$ cat src/rtl/pulse_gate_ctrl.sv
`default_nettype none
// ============================================================================
//  Module   : pulse_gate_ctrl
//  Purpose  : Gate-window sequencer that issues SCLR/INC/LOAD strobes to a
//             pulse-counter datapath, with a valid/ready result handshake.
//  Revision : 1.0  initial release
// ============================================================================
module pulse_gate_ctrl #(
  parameter int GATE_W      = 16,
  parameter int SYNC_STAGES = 2
) (
  input  logic              SYS_CLK,
  input  logic              S_RESET_N,
  input  logic              PULSE,
  input  logic              START,
  input  logic              CONT,
  input  logic              ABORT,
  input  logic [GATE_W-1:0] GATE_LEN,
  input  logic              RES_READY,
  output logic              INC,
  output logic              SCLR,
  output logic              LOAD,
  output logic              BUSY,
  output logic              RES_VALID,
  output logic              OVERRUN
);

  typedef enum logic [2:0] {
    ST_IDLE  = 3'd0,
    ST_CLEAR = 3'd1,
    ST_GATE  = 3'd2,
    ST_WAIT  = 3'd3,
    ST_LATCH = 3'd4
  } state_t;

  state_t                 r_state;
  state_t                 w_state_nxt;
  logic [SYNC_STAGES-1:0] r_sync;
  logic                   r_hist;
  logic [GATE_W-1:0]      r_len;
  logic [GATE_W-1:0]      r_timer;
  logic                   r_cont;
  logic                   r_res_valid;
  logic                   r_overrun;
  logic                   w_edge;
  logic                   w_inc;
  logic                   w_sclr;
  logic                   w_load;
  logic                   w_accept;
  logic                   w_stall;

  assign w_edge = r_sync[SYNC_STAGES-1] & ~r_hist;

  always_ff @(posedge SYS_CLK) begin
    if (!S_RESET_N) begin
      r_state <= ST_IDLE;
    end else begin
      r_state <= w_state_nxt;
    end
  end

  always_comb begin
    w_state_nxt = r_state;
    w_inc       = 1'b0;
    w_sclr      = 1'b0;
    w_load      = 1'b0;
    w_accept    = 1'b0;
    w_stall     = 1'b0;
    case (r_state)
      ST_IDLE: begin
        if (START && (GATE_LEN != '0)) begin
          w_accept    = 1'b1;
          w_state_nxt = ST_CLEAR;
        end
      end
      ST_CLEAR: begin
        w_sclr      = 1'b1;
        w_state_nxt = ST_GATE;
      end
      ST_GATE: begin
        w_inc = w_edge;
        if (r_timer == GATE_W'(1)) begin
          // Result holder still occupied: park until the consumer drains it.
          if (r_res_valid && !RES_READY) begin
            w_stall     = 1'b1;
            w_state_nxt = ST_WAIT;
          end else begin
            w_state_nxt = ST_LATCH;
          end
        end
      end
      ST_WAIT: begin
        if (!r_res_valid || RES_READY) begin
          w_state_nxt = ST_LATCH;
        end
      end
      ST_LATCH: begin
        w_load      = 1'b1;
        w_state_nxt = r_cont ? ST_CLEAR : ST_IDLE;
      end
      default: begin
        w_state_nxt = ST_IDLE;
      end
    endcase
    // Abort silences every strobe in its own cycle so no partial result loads.
    if (ABORT) begin
      w_state_nxt = ST_IDLE;
      w_inc       = 1'b0;
      w_sclr      = 1'b0;
      w_load      = 1'b0;
      w_accept    = 1'b0;
      w_stall     = 1'b0;
    end
  end

  always_ff @(posedge SYS_CLK) begin
    if (!S_RESET_N) begin
      r_sync      <= '0;
      r_hist      <= 1'b0;
      r_len       <= '0;
      r_timer     <= '0;
      r_cont      <= 1'b0;
      r_res_valid <= 1'b0;
      r_overrun   <= 1'b0;
    end else begin
      r_sync <= {r_sync[SYNC_STAGES-2:0], PULSE};
      r_hist <= r_sync[SYNC_STAGES-1];
      if (w_accept) begin
        r_len  <= GATE_LEN;
        r_cont <= CONT;
      end
      if (r_state == ST_CLEAR) begin
        r_timer <= r_len;
      end else if (r_state == ST_GATE) begin
        r_timer <= r_timer - GATE_W'(1);
      end
      if (w_accept) begin
        r_overrun <= 1'b0;
      end else if (w_stall) begin
        r_overrun <= 1'b1;
      end
      if (w_load) begin
        r_res_valid <= 1'b1;
      end else if (r_res_valid && RES_READY) begin
        r_res_valid <= 1'b0;
      end
    end
  end

  assign INC       = w_inc;
  assign SCLR      = w_sclr;
  assign LOAD      = w_load;
  assign BUSY      = (r_state != ST_IDLE);
  assign RES_VALID = r_res_valid;
  assign OVERRUN   = r_overrun;

endmodule
`default_nettype wire
$ cat config.mk
export PLATFORM = sky130hd
export DESIGN_NAME = pulse_gate_ctrl
export DESIGN_NICKNAME = d
export VERILOG_FILES = /design/src/rtl/pulse_gate_ctrl.sv
export SDC_FILE = /design/constraint.sdc
export NUM_CORES = 1
export LEC_CHECK = 0
export ABC_AREA = 1
export BUFFER_PORTS_ARGS = -buffer_cell sky130_fd_sc_hd__clkbuf_2
export CAP_MARGIN = 20
export CORE_MARGIN = 5
export CORE_UTILIZATION = 64
export CTS_BUF_LIST = sky130_fd_sc_hd__clkbuf_8
export DETAILED_ROUTE_END_ITERATION = 8
export PLACE_DENSITY = 0.87
export SETUP_SLACK_MARGIN = 0.4
export SLEW_MARGIN = 20
export SYNTH_ARGS = -nofsm -noshare
export SYNTH_HDL_FRONTEND = slang
export SYNTH_SLANG_ARGS = --single-unit
$ cat constraint.sdc
create_clock -name SYS_CLK -period 1.9 [get_ports SYS_CLK]
set_input_delay 0.38 -clock SYS_CLK [delete_from_list [all_inputs] [get_ports SYS_CLK]]
set_output_delay 0.38 -clock SYS_CLK [all_outputs]
set_load 0.02 [all_outputs]
==> results.json <==
{
  "status": "finished, final reports clean",
  "min_period_ns": 1.592,
  "max_stage_delay_ns": 0.37,
  "maxSlewHeadroom_pct": 67.60,
  "die_y_um": 69.50,
  "fillerInstances": 251,
  "vdd_drop_max_uv": 508.1,
  "yosys_register_bits": 41,
  "max_freq_mhz": 628.3,
  "crit_path_start": "r_state[1]$_SDFFE_PP0P_",
  "fin_crit_sh_pct": 83.77,
  "routedWlPerCell_um": 12.85,
  "timing.rr.start": "r_state[2]$_SDFFE_PP0P_",
  "antenna_found_initial": 0,
  "slew_violations": 0,
  "overflow": 0,
  "die_w_um": 69.50,
  "synth_most_common_cell": "nand2_1",
  "gp_congestion": 0.9383,
  "start_util_pct": 66.85,
  "synth.avg_cell_area_um2": 6.294,
  "rrSetupSlack_ns": 0.47,
  "routed_wl_mm": 5.641,
  "drc_errors": 0,
  "ys_seq_area_share_pct": 36.22,
  "first_pass_iters": 5,
  "critPathRequiredTime_ns": 1.52,
  "synth_top_cell_area_share_pct": 36.22,
  "path_delay_family": "flip-flops",
  "critical_path_class": "flip-flop to output port",
  "startpoint_type": "flip-flop",
  "power.leakage_uw": 0.001330,
  "synth_nets": 385,
  "coreArea_um2": 3390,
  "synth_edf_count": 0,
  "cts_tree": "built",
  "path_buf_inv": 2,
  "slowest_stage": "dfxtp_4",
  "drive_gt1_share_pct": 18.58,
  "ys_top_cells_by_area": "dfxtp_1 36%, nand2_1 16%, nor2_1 14%",
  "worst_pin_slew_ns": 0.4855,
  "cts_max_level": 2,
  "cts.clk_slew.worst_paths_ns": 0.08,
  "dieArea_um2": 4830,
  "row_count": 21,
  "grt_max_degree": 26,
  "clockBufferDepth": 2,
  "grt_pass1_vias": 2028,
  "hp-class": "input pin to flip-flop",
  "drtAntennaViolNets": 0,
  "finalClockSkew_ns": 0.003802,
  "numClockSinks": 41,
  "synth_top_area_cell": "dfxtp_1",
  "cap_violations": 0,
  "cts_made_buffers": 5,
  "powerDensity_nw_per_um2": 743.1,
  "crit_chain": "inv_2 -> nor2_4 -> nand2_4 -> nor4_4 -> buf_4",
  "vias": 2308,
  "fin_ws_ns": 0.3083,
  "endpoint_kind": "output port",
  "pre_cts_ws_ns": 0.3205,
  "multi_input_area_um2": 1242,
  "numPortBuffers": 28,
  "grt_setup_unrepaired": "true",
  "place_hpwl_mm": 3.834,
  "via_per_inst": 5.257,
  "critPathArrivalTime_ns": 1.21,
  "synth_common_cells": "95 x nand2_1, 83 x nor2_1, 51 x inv_1",
  "cts_root_buffer": "clkbuf_8",
  "io_pins": 29,
  "layout.nets": 418,
  "ys.flop_type": "dfxtp_1",
  "clk_latency_ns": 0.30,
  "crit_fanout": 2,
  "setup-tns-final_ns": 0,
  "drt_iter0_drc": 261,
  "postSynthCellCount": 360,
  "synthArstFlopShare_pct": 0,
  "finalSetupViolCount": 0,
  "hold_violations": 0,
  "syn_area_um2": 2266,
  "hold_path_startpoint": "PULSE",
  "grt_usage_pct": 23.20,
  "regArea_um2": 833.3,
  "syn_to_final_growth_pct": 17.06,
  "synth_cell_types": 32,
  "grt_pass1_wl_mm": 9.287,
  "diodes": 0,
  "ys_warn_count": 0
}
## metrics by stage
stage	cells	utilization, %	instance area [um2]	power [uW]	hold WS, ns
after detailed placement	425	70.84	2401	1354	0.4344
final	439	78.26	2653	1971	0.2863
after global routing	439	78.26	2653	2082	0.2996
after global placement	425	70.84	2401	1341	0.3985
after CTS	435	75.12	2546	1943	0.2928
after floorplan	360	-	2272	1262	0.3905
## final cells by class
cell class	instances	area share (%)
sequential	41	31.42
multi-input combinational	254	46.84
clock inverter	1	0.2830
clock buffer	6	3.113
timing repair buffer	35	7.689
tap	46	2.170
inverter	56	8.491
## state kept, by name, indices dropped and copies added, names as in the netlist
| register | cells |
|---|---|
| r_timer | 16 |
| r_state | 3 |
| r_hist | 1 |
| RES_VALID | 1 |
| r_sync | 2 |
| r_len | 16 |
| OVERRUN | 1 |
| r_cont | 1 |
## what timing repair did
| item | in CTS | in global routing |
|---|---|---|
| pin swaps | 4 | 5 |
| gates resized for setup | 9 | 24 |
| setup endpoints to repair | 7 | 25 |
| hold buffers | 0 | 0 |
| gates cloned | 1 | 0 |
| setup buffers | 2 | 4 |
## worst paths after layout
kind / to / cells after the start
setup / recovery: INC / 5
hold / removal: r_sync[0]$_SDFF_PN0_ / 3
setup reg to reg: r_timer[4]$_SDFFE_PN0P_ / 8
hold reg to reg: r_sync[1]$_SDFF_PN0_ / 2
## worst min-delay path, cell delays in order
cell and delay, ns:
clkbuf_2 0.08, nand2_1 0.05, inv_1 0.05
## cells by family after synthesis
family	after synthesis	share of synthesized area, %
buffers and inverters	66	12.64
and+or+nand+nor	213	40.36
DFF	41	36.22
AOI/OAI and AO/OA	35	8.503
xor gates and xnor gates	3	1.160
adders and majority gates	2	1.104
## cell usage in the layout, fill, tap and decap left out, types with 3 or more instances in the layout
cell and count:
dfxtp_1 37, nor2_4 4, a21oi_1 13, clkbuf_8 6
buf_4 9, nand2_1 95, dfxtp_4 3, nor2_1 80
inv_1 50, o21ai_0 7, a31oi_1 4, nand3_1 16
inv_2 4, o21ai_1 4, nand3_2 4, clkbuf_2 24
o22ai_1 5
## metal layers
| layer | global-route usage [%] | routed length (um) | vias up |
|---|---|---|---|
| met4 | 8.460 | 97 | 0 |
| li1 | - | - | 1171 |
| met2 | 38.03 | 2608 | 95 |
| met5 | 0 | 0 | - |
| met3 | 3.913 | 439 | 11 |
| met1 | 30.47 | 2495 | 1031 |
## power breakdown
part           switching (uW)  total, uW  internal (uW)
combinational             289        447            158
sequential               29.0        932            903
clock                     305        592            287
No activity file was read; power rests on OpenSTA's default activity.
